--- src/rtl/seg_pkg.sv ---
// Shared constants and helpers for the 4-digit 7-segment scanner.
// Leading-zero blanking helper is used when SEG_SCAN_LZB_EN is defined.
package seg_pkg;

  localparam int NDIG        = 4;
  localparam int DIV_DEFAULT = 50000;
  localparam int IDXW        = 2;

  localparam logic [IDXW-1:0] IDX_LAST = IDXW'(NDIG - 1);

  // A digit is blanked when it and every digit to its left are zero.
  // Digit 0 is never blanked so that a zero value still shows "0".
  function automatic logic [NDIG-1:0] lzb_mask(input logic [4*NDIG-1:0] v);
    logic [NDIG-1:0] m;
    logic            z;
    m = '0;
    z = 1'b1;
    for (int k = NDIG - 1; k > 0; k--) begin
      z    = z & (v[4*k +: 4] == 4'h0);
      m[k] = z;
    end
    return m;
  endfunction

endpackage

--- src/rtl/seg_tick.sv ---
// Digit-slot prescaler: counts 0..DIV-1 and pulses tick on the last count.
module seg_tick
  import seg_pkg::*;
#(
  parameter int DIV = DIV_DEFAULT
) (
  input  logic clk,
  input  logic rst_n,
  output logic tick
);

  localparam int            CW   = $clog2(DIV);
  localparam logic [CW-1:0] LAST = CW'(DIV - 1);

  logic [CW-1:0] cnt;

  always_ff @(posedge clk) begin
    if (!rst_n) begin
      cnt <= '0;
    end else if (tick) begin
      cnt <= '0;
    end else begin
      cnt <= cnt + CW'(1);
    end
  end

  assign tick = (cnt == LAST);

endmodule

--- src/rtl/seg_scan.sv ---
// Multiplexed 4-digit scanner with frame-boundary commit of new values.
// Define SEG_SCAN_LZB_EN to enable leading-zero blanking of the digit enables.
module seg_scan
  import seg_pkg::*;
#(
  parameter int DIV = DIV_DEFAULT
) (
  input  logic        clk,
  input  logic        rst_n,
  input  logic        wr,
  input  logic [15:0] wdata,
  output logic        ack,
  output logic        pend,
  output logic [3:0]  ans,
  output logic [3:0]  dig
);

  logic            tick;
  logic [IDXW-1:0] idx;
  logic [15:0]     disp;
  logic [15:0]     hold;
  logic [NDIG-1:0] sel;
  logic [NDIG-1:0] blank;
  logic            boundary;

  seg_tick #(.DIV(DIV)) u_tick (
    .clk   (clk),
    .rst_n (rst_n),
    .tick  (tick)
  );

  assign boundary = tick && (idx == IDX_LAST);

  // A write landing on the commit edge still commits the older hold value;
  // the new value then waits a full frame with pend kept high.
  always_ff @(posedge clk) begin
    if (!rst_n) begin
      idx  <= '0;
      disp <= '0;
      hold <= '0;
      pend <= 1'b0;
      ack  <= 1'b0;
    end else begin
      ack <= 1'b0;
      if (tick) begin
        idx <= idx + IDXW'(1);
      end
      if (boundary && pend) begin
        disp <= hold;
        pend <= 1'b0;
        ack  <= 1'b1;
      end
      if (wr) begin
        hold <= wdata;
        pend <= 1'b1;
      end
    end
  end

  always_comb begin
    ans = 4'h0;
    case (idx)
      2'd0:    ans = disp[3:0];
      2'd1:    ans = disp[7:4];
      2'd2:    ans = disp[11:8];
      default: ans = disp[15:12];
    endcase
  end

  assign sel = NDIG'(1) << idx;

`ifdef SEG_SCAN_LZB_EN
  assign blank = lzb_mask(disp);
`else
  assign blank = '0;
`endif

  assign dig = ~(sel & ~blank);

endmodule
--- config.mk ---
export PLATFORM = sky130hd
export DESIGN_NAME = seg_scan
export DESIGN_NICKNAME = d
export VERILOG_FILES = /design/src/rtl/seg_pkg.sv /design/src/rtl/seg_tick.sv /design/src/rtl/seg_scan.sv
export SDC_FILE = /design/constraint.sdc
export NUM_CORES = 1
export LEC_CHECK = 0
export BUFFER_PORTS_ARGS = -buffer_cell sky130_fd_sc_hd__buf_4
export CAP_MARGIN = 20
export CORE_ASPECT_RATIO = 0.6
export CORE_MARGIN = 2
export CORE_UTILIZATION = 35
export DETAILED_ROUTE_END_ITERATION = 7
export SYNTH_ARGS = -nofsm -noshare
export SYNTH_HDL_FRONTEND = slang
export SYNTH_SLANG_ARGS = --single-unit
--- constraint.sdc ---
create_clock -name clk -period 3.53 [get_ports clk]
set_clock_uncertainty 0.1 [all_clocks]
set_input_delay 0.706 -clock clk [delete_from_list [all_inputs] [get_ports clk]]
set_output_delay 0.706 -clock clk [all_outputs]
set_load 0.01 [all_outputs]
* Yosys cells after proc, flatten, opt, wreduce, memory -nomap -nowiden
Index checks and enable logic that the tools add are counted.
W data, S select, Z words.
** Word-level totals
- Register bits after elaboration :: 52
- Bits of input ports :: 19
- Output and inout bits :: 10
- Logic and storage cells :: 24
** Cells by class
- Add/subtract/negate cells :: 2
- Equality and inequality tests :: 4
- Shift operators :: 1
- Muxes and demuxes :: 4
- Bitwise gates (word level) :: 2
- Reductions and logical operators :: 5
** Operators by type and width (count)
- $add A16 B1 Y16 const B :: 1
- $eq A16 B16 Y1 const B :: 1
- $pmux W4 S3 :: 1
- $eq A2 B2 Y1 const B :: 2
- $not A4 Y4 :: 1
- $shl A1 B2 Y4 const A :: 1
- $mux W1 :: 3
- $add A2 B1 Y2 const B :: 1
- $eq A2 B1 Y1 const B :: 1
- $logic_and A1 B1 Y1 :: 2
- $logic_not A2 Y1 :: 1
- $reduce_bool A2 Y1 :: 1
- $reduce_or A2 Y1 :: 1
- $not A1 Y1 :: 1

* Longest topological paths before layout
Gate-level depths: netlist (run 1).
- Depth after elaboration :: 5
- Mapped depth :: 7
- Gate-level depth less buffers :: 5

* By module
From an unflattened synthesis (run 1), not the netlist that was laid out.
** Unflattened totals
- Cells, all modules :: 237
- Area, all modules :: 2371.0 um2
** Modules (own cells, without submodules)
- seg_scan :: instances 1, cells each 158, area each 1581.5 um2
- seg_tick :: instances 1, cells each 79, area each 789.5 um2

* Worst setup path after synthesis (run 1)
No wires, ideal clock.
- Path kind :: flip-flop to output port
- Start point :: register idx[0]
- End point :: output port ans[0]
- Data arrival time :: 1.155 ns
- Required time :: 2.724 ns
- Path slack :: 1.569 ns
- Stages on the path, launching flop included :: 5
- Buffers on the path :: 0
- Cells stage by stage :: dfxtp_1 > inv_1 > ha_1 > a222oi_1 > mux2i_1
** Between the ends
- Cells in the longest elaborated chain, start to end :: 2
** RTL lines
- start: declaration :: line seg_scan.sv:19 : logic [IDXW-1:0] idx;
- start signal: assignment :: line seg_scan.sv:46 : idx <= idx + IDXW'(1);
- $eq A2 B2 Y1 (tied with other cells) :: line seg_scan.sv:62 : case (idx)
- $pmux W4 S3 (*) :: line seg_scan.sv:62
- end: declaration :: line seg_scan.sv:14 : output logic [3:0] ans,
Mark *: on every way between the ends. The rest lies on a longest branch, timed or not.

* Worst setup path in the final report (run 1)
- Start point :: register idx[0]
- End point :: output port ans[1]
The elaborated chain is that of the path after synthesis.

==> summary.txt, run 1 <==
Outcome
  – Status: completed

Drt
  – Drt first pass iters: 5
  – 1st-iter DRT viols: 98
  – Remaining antenna violation count after routing: 0
  – Total number of vias: 1777
  – Total wire length: 5010 um
  – Drt drc: 0
  – Routed len/inst: 14.2 um
  – Mean number of vias per cell: 5.05

Worst setup path
  – CP peak stage delay: 0.40 ns
  – Worst-path fanout max: 5
  – CP bufs+invs: 2
  – Slowest CP cell: dfxtp_1
  – Worst path cell trace: inv_1, ha_1, a222oi_1, mux2i_1, buf_4
  – CP Capture Type: output pin
  – Worst Path Arrival: 1.77 ns
  – Family with the most delay on the worst path: flip-flops
  – Critical path type: reg2out
  – Crit start category: flop
  – Worst endpoint required time: 2.72 ns

CTS
  – Setup bufs post-CTS: 0
  – Post_cts resized: 0
  – Clock Tree Buf Depth: 2
  – Clock Latency Late Sink: 0.30 ns
  – Clock transition at path regs: 0.09 ns
  – H-tree levels: 2
  – CTS tree: built
  – CTS root buffer: clkbuf_8
  – CTS Buf Count: 5
  – CTS Hold Bufs: 0
  – # clock sinks: 52

Floorplan
  – Core box area: 6140 um2
  – Initial core utilization: 0.365
  – I/O Pins: 29
  – # rows: 22
  – Chip width: 107 um
  – Die height: 65.9 um
  – Die area: 7070 um2

Logic synthesis
  – Avg Inst Size Synth: 9.10 um2
  – Async S/R FF share, synth: 0
  – Post-synth EDFFs: 0
  – Post-Syn Instances: 246
  – Top cells by count, synth: dfxtp_1, nor2_1, mux2i_1, nand4_1, a21oi_1
  – Top-count cell post-synth: dfxtp_1
  – Synthesized cell area: 2240 um2
  – Count of cell types in the netlist: 31
  – Syn. warnings: 0
  – Top cells by area, synth: dfxtp_1, mux2i_1, nand4_1
  – Synthesized Nets: 271
  – #FFs+latches synth: 52
  – Dominant register cell in the synthesized netlist: dfxtp_1
  – Synth top area share: 0.465
  – Sequential share of the synthesized area: 0.465
  – Yosys top cell by area: dfxtp_1

Timing
  – Unrepaired setup endpoints after global routing: false
  – Sum Neg Setup Slack: 0 ns
  – Rel. slew slack: 0.568
  – Max Slew Vio Count: 0
  – Max Fclk: 0.388 GHz
  – Final hold vios: 0
  – Final critical-path required period: 2.58 ns
  – Worst slew pin tran: 0.648 ns
  – Fin crit share: 0.730
  – Final hold slack: 0.366 ns
  – Final setup vio count: 0

Global route
  – Initial antenna violation count: 0
  – Gr usage total: 0.150
  – Grt ovf: 0
  – Number of global-route vias before repair: 1574
  – Global-route wire length before repair: 8170 um
  – Largest net degree at the start of global routing: 38

Min path
  – Hold Crit Class: reg2reg

Finish
  – Area grow syn2layout: 15.8%
  – Layout cells sized above 1: 0.157
  – # nets final: 292
  – Antenna cell count: 0
  – Fin util: 0.422

Place
  – Gpl congestion: 0.790
  – PortBufs: 28
  – Hpwl dp: 3540 um

Power
  – Combinational power share: 0.053
  – Int Power: 786 uW
  – P_leak: 0.989 nW
  – Clock Power Share: 0.343
  – NetSw: 225 uW
  – Pwr/cell area: 390 nW/um2
  – Switching Fraction: 0.222
  – Peak supply drop: 0.155 mV
  – Sequential power share: 0.604

Run
  – Max Cap Viol: 0
-- worst reg2reg max path: cells and delay by family (launching register included) --
kind	cells	cell delay, ns
and+or+nand+nor	4	1.65
DFF	1	0.36
-- layout by cell type, fill, tap and decap left out, drive strengths merged --
cell    count
a21oi      19
a222oi      4
and2        2
and2b       1
and3        3
and4        1
and4bb      1
buf        30
clkbuf      6
clkinv      2
dfxtp      52
ha          6
inv        14
mux2i      20
nand2       6
nand3       5
nand4      21
nor2       32
nor3        4
nor4        3
nor4b       1
nor4bb      1
o21ai      17
o31ai       1
or2         1
or4         1
xnor2      11
xor2        3
-- through the flow --
step	cell area, um2	total power [mW]	setup WS, ns	std cells
after floorplan	2240	0.654	1.57	246
after global placement	2500	0.678	1.34	344
after detailed placement	2500	0.678	1.29	344
after CTS	2590	1.02	0.961	352
after global routing	2590	1.05	0.790	352
final	2590	1.01	0.953	352
-- cell families after synthesis --
group,Yosys count,synth area share
multiplexers,20,0.0894
flip-flops,52,0.465
XOR/XNOR,14,0.0548
adder cells (fa/ha/maj),6,0.0335
AO/OA/AOI/OAI,41,0.102
buffers and inverters,30,0.0548
AND/OR/NAND/NOR,83,0.201
-- per-layer routing --
metal  wire length (um)  track usage
met5                  0            0
met4                 42       0.0487
met3                382       0.0315
met2               1820        0.185
met1               2770        0.245
-- power by group through the flow --
stage | Clock (mW) | Sequential (mW) | Combinational, mW
floorplan | 0 | 0.621 | 0.0322
global placement | 0 | 0.624 | 0.0540
detailed placement | 0 | 0.624 | 0.0544
CTS | 0.357 | 0.610 | 0.0547
global route | 0.379 | 0.612 | 0.0605
finish | 0.346 | 0.610 | 0.0540
-- final timing paths --
kind | startpoint | to | slack [ns] | cells past startpoint
min reg2reg | u_tick.cnt[0] | u_tick.cnt[0] | 0.37 | 1
max | idx[0] | ans[1] | 0.95 | 5
max reg2reg | u_tick.cnt[10] | u_tick.cnt[7] | 1.30 | 4
min | u_tick.cnt[0] | u_tick.cnt[0] | 0.37 | 1
-- cell type report --
cell class	instances	area (um2)
fill	625	3550
multi-input combinational	164	1070
sequential	52	1040
timing repair buffer	30	225
tap	84	105
clock buffer	6	82.6
inverter	14	52.6
clock inverter	2	10.0
-- flip-flops by register name, indices dropped and copies added (netlist names) --
register / count
ack: 1
disp: 16
hold: 16
idx: 2
pend: 1
u_tick.cnt: 16
No activity file was read; power rests on OpenSTA's default activity.
==> run 2, diff against run 1 <==
Settings changed: ABC_AREA set to 1.
Clock period 3.53 ns to 2.2 ns, I/O delays scaled along.
==> run 2 against run 1 <==
  * Die area rose by 6.6%
  * Global-route usage fell by 0.23 points
  * Sequential share of layout area is 3.4 points lower
  * First-iteration DRC count is 16% higher
  * Via count up 14%
  * Cell count up 24%
  * Clock power rose to 2.5 times the previous value
  * Non-clock buffer count rose by 3
  * Combinational power rose by 110%
  * Worst setup slack worse by 0.85 ns
  * Critical path depth up 1
  * Utilization up 0.47 points
  * Largest power group unchanged
==> summary.txt, run 2 <==
Power
  – Sequential power share: 0.497
  – Switching Fraction: 0.213
  – NetSw: 418 uW
  – P_leak: 1.16 nW
  – Combinational power share: 0.057
  – Int Power: 1.55 mW
  – Pwr/cell area: 693 nW/um2
  – Clock Power Share: 0.446
  – Peak supply drop: 0.430 mV

Finish
  – Leading registers by flop count: disp x16, hold x16, u_tick.cnt x16
  – # nets final: 374
  – Area grow syn2layout: 18.6%
  – Most frequent cells in the layout: nor2_1, dfxtp_1, nand2_1
  – Fill cells: 698
  – Fin util: 0.427
  – Storage cell area: 1040 um2
  – Area occupied by multi-input gates: 1100 um2
  – Commonest non-fill, non-tap cell in the layout: nor2_1
  – Non-filler cells, final: 437
  – Layout cells sized above 1: 0.160
  – Antenna cell count: 0

Min path
  – Hold Crit Class: in2reg

Logic synthesis
  – Synth top area share: 0.435
  – Synth Area in XOR/XNOR: 0.0256
  – Largest family of logic cells by synthesized area: simple AND/OR/NAND/NOR gates
  – Dominant register cell in the synthesized netlist: dfxtp_1
  – Post-synth EDFFs: 0
  – Synthesized cell area: 2390 um2
  – Synth Area in Adders: 0.0314
  – Yosys top cell by area: dfxtp_1
  – #FFs+latches synth: 52
  – Sequential share of the synthesized area: 0.435
  – Count of cell types in the netlist: 24
  – Simple-gate share of the synthesized area: 0.282
  – Multiplexer area fraction after synthesis: 0
  – Post-Syn Instances: 322
  – Top cells by count, synth: nor2_1, dfxtp_1, nand2_1, inv_1, a21oi_1
  – Synth Area in Compound Gates: 0.119
  – Async S/R FF share, synth: 0
  – Syn. warnings: 0
  – Top-count cell post-synth: nor2_1
  – Avg Inst Size Synth: 7.43 um2
  – Synthesized Nets: 347
  – Top cells by area, synth: dfxtp_1, nor2_1, nand2_1

Timing
  – Final hold vios: 0
  – Max Fclk: 0.477 GHz
  – Rel. slew slack: 0.591
  – Fin crit share: 0.953
  – Sum Neg Setup Slack: 0 ns
  – Final setup vio count: 0
  – Worst slew pin tran: 0.609 ns
  – Max Slew Vio Count: 0
  – Final critical-path required period: 2.10 ns
  – Unrepaired setup endpoints after global routing: false

Global route
  – Number of global-route vias before repair: 1756
  – Global-route wire length before repair: 8680 um
  – Gr usage total: 0.148
  – Grt ovf: 0
  – Largest net degree at the start of global routing: 34
  – Initial antenna violation count: 0

Drt
  – Routed len/inst: 12.1 um
  – Remaining antenna violation count after routing: 0
  – Total number of vias: 2026
  – Drt drc: 0
  – 1st-iter DRT viols: 114
  – Drt first pass iters: 4
  – Total wire length: 5310 um
  – Mean number of vias per cell: 4.64

Floorplan
  – Die height: 68.1 um
  – I/O Pins: 29
  – Initial core utilization: 0.360
  – # rows: 23
  – Die area: 7540 um2
  – Chip width: 111 um
  – Core box area: 6650 um2

Worst setup path
  – Critical path type: reg2out
  – CP Capture Type: output pin
  – Worst endpoint required time: 1.66 ns
  – Crit start category: flop
  – Worst-path fanout max: 5
  – Worst Path Arrival: 1.56 ns

CTS
  – CTS Buf Count: 5
  – Setup bufs post-CTS: 0
  – CTS Hold Bufs: 0
  – CTS tree: built
  – H-tree levels: 2
  – Clock transition at path regs: 0.07 ns
  – Clock Tree Buf Depth: 2
  – CTS root buffer: clkbuf_16
  – Clock Latency Late Sink: 0.29 ns
  – Post_cts resized: 1
  – # clock sinks: 52

Run
  – Max Cap Viol: 0

Place
  – Hpwl dp: 4030 um
  – # placed instances: 429
  – PortBufs: 28
  – Gpl congestion: 0.807

Outcome
  – Status: completed
-- run 2: cell count changes in the layout (fill, tap and decap cells not counted), moves of 5 or more --
cell | previous run | this run
nor3_1 | 4 | 9
inv_1 | 13 | 43
a21oi_1 | 19 | 28
nand2_1 | 6 | 44
o21ai_0 | 17 | 22
clkbuf_16 | 0 | 5
mux2i_1 | 20 | 0
clkbuf_8 | 6 | 0
nor2_1 | 32 | 55
xnor2_1 | 11 | 1
-- run 2: worst max-delay path, cell delays in order, from the launching register on --
cell and delay (ns):
dfxtp_2 0.37, inv_1 0.07, ha_2 0.21, a22o_1 0.24, a21oi_1 0.13, o21ai_0 0.09
buf_4 0.15
-- run 2: per-stage QoR --
stage,cell area (um2),hold slack [ns],worst slack (ns),total power [mW]
2_1_floorplan,2390,0.317,0.551,1.06
3_3_place_gp,2660,0.330,0.395,1.11
3_5_place_dp,2660,0.344,0.319,1.11
4_1_cts,2830,0.325,0.0184,1.99
5_1_grt,2840,0.330,0.0201,2.04
6_report,2840,0.328,0.104,1.97
-- run 2: path summary, 6_finish.rpt --
check                     start            end  slack (ns)  depth (start not counted)
hold reg to reg   u_tick.cnt[0]  u_tick.cnt[0]        0.35                          1
hold / removal         wdata[0]        hold[0]        0.33                          3
setup / recovery         idx[1]         ans[0]        0.10                          6
setup reg to reg  u_tick.cnt[0]        disp[7]        0.43                          9
-- run 2: layer usage --
metal | share of wire | up-vias | track usage
met1 | 0.58 | 884 | 0.243
met4 | 0.0092 | 0 | 0.0469
met2 | 0.35 | 45 | 0.181
li1 | - | 1093 | -
met3 | 0.063 | 4 | 0.0301
met5 | 0 | - | 0
-- run 2: kinds of logic after synthesis --
family,count (synthesis)
fa+ha+maj,6
buf+inv,58
flops,52
xor+xnor,7
compound gates,54
simple gates,145
-- run 2: cell type report --
class / count / area share
inverter: 45 / 0.0595
tap: 87 / 0.0384
sequential: 52 / 0.368
clock inverter: 3 / 0.0150
multi-input combinational: 212 / 0.388
timing repair buffer: 33 / 0.0873
clock buffer: 5 / 0.0441
-- run 2: power groups by stage --
stage | combinational, mW | clock, mW | sequential [mW]
floorplan | 0.0688 | 0 | 0.996
CTS | 0.112 | 0.896 | 0.977
global route | 0.129 | 0.927 | 0.980
global placement | 0.111 | 0 | 0.999
detailed placement | 0.112 | 0 | 0.999
finish | 0.112 | 0.876 | 0.978
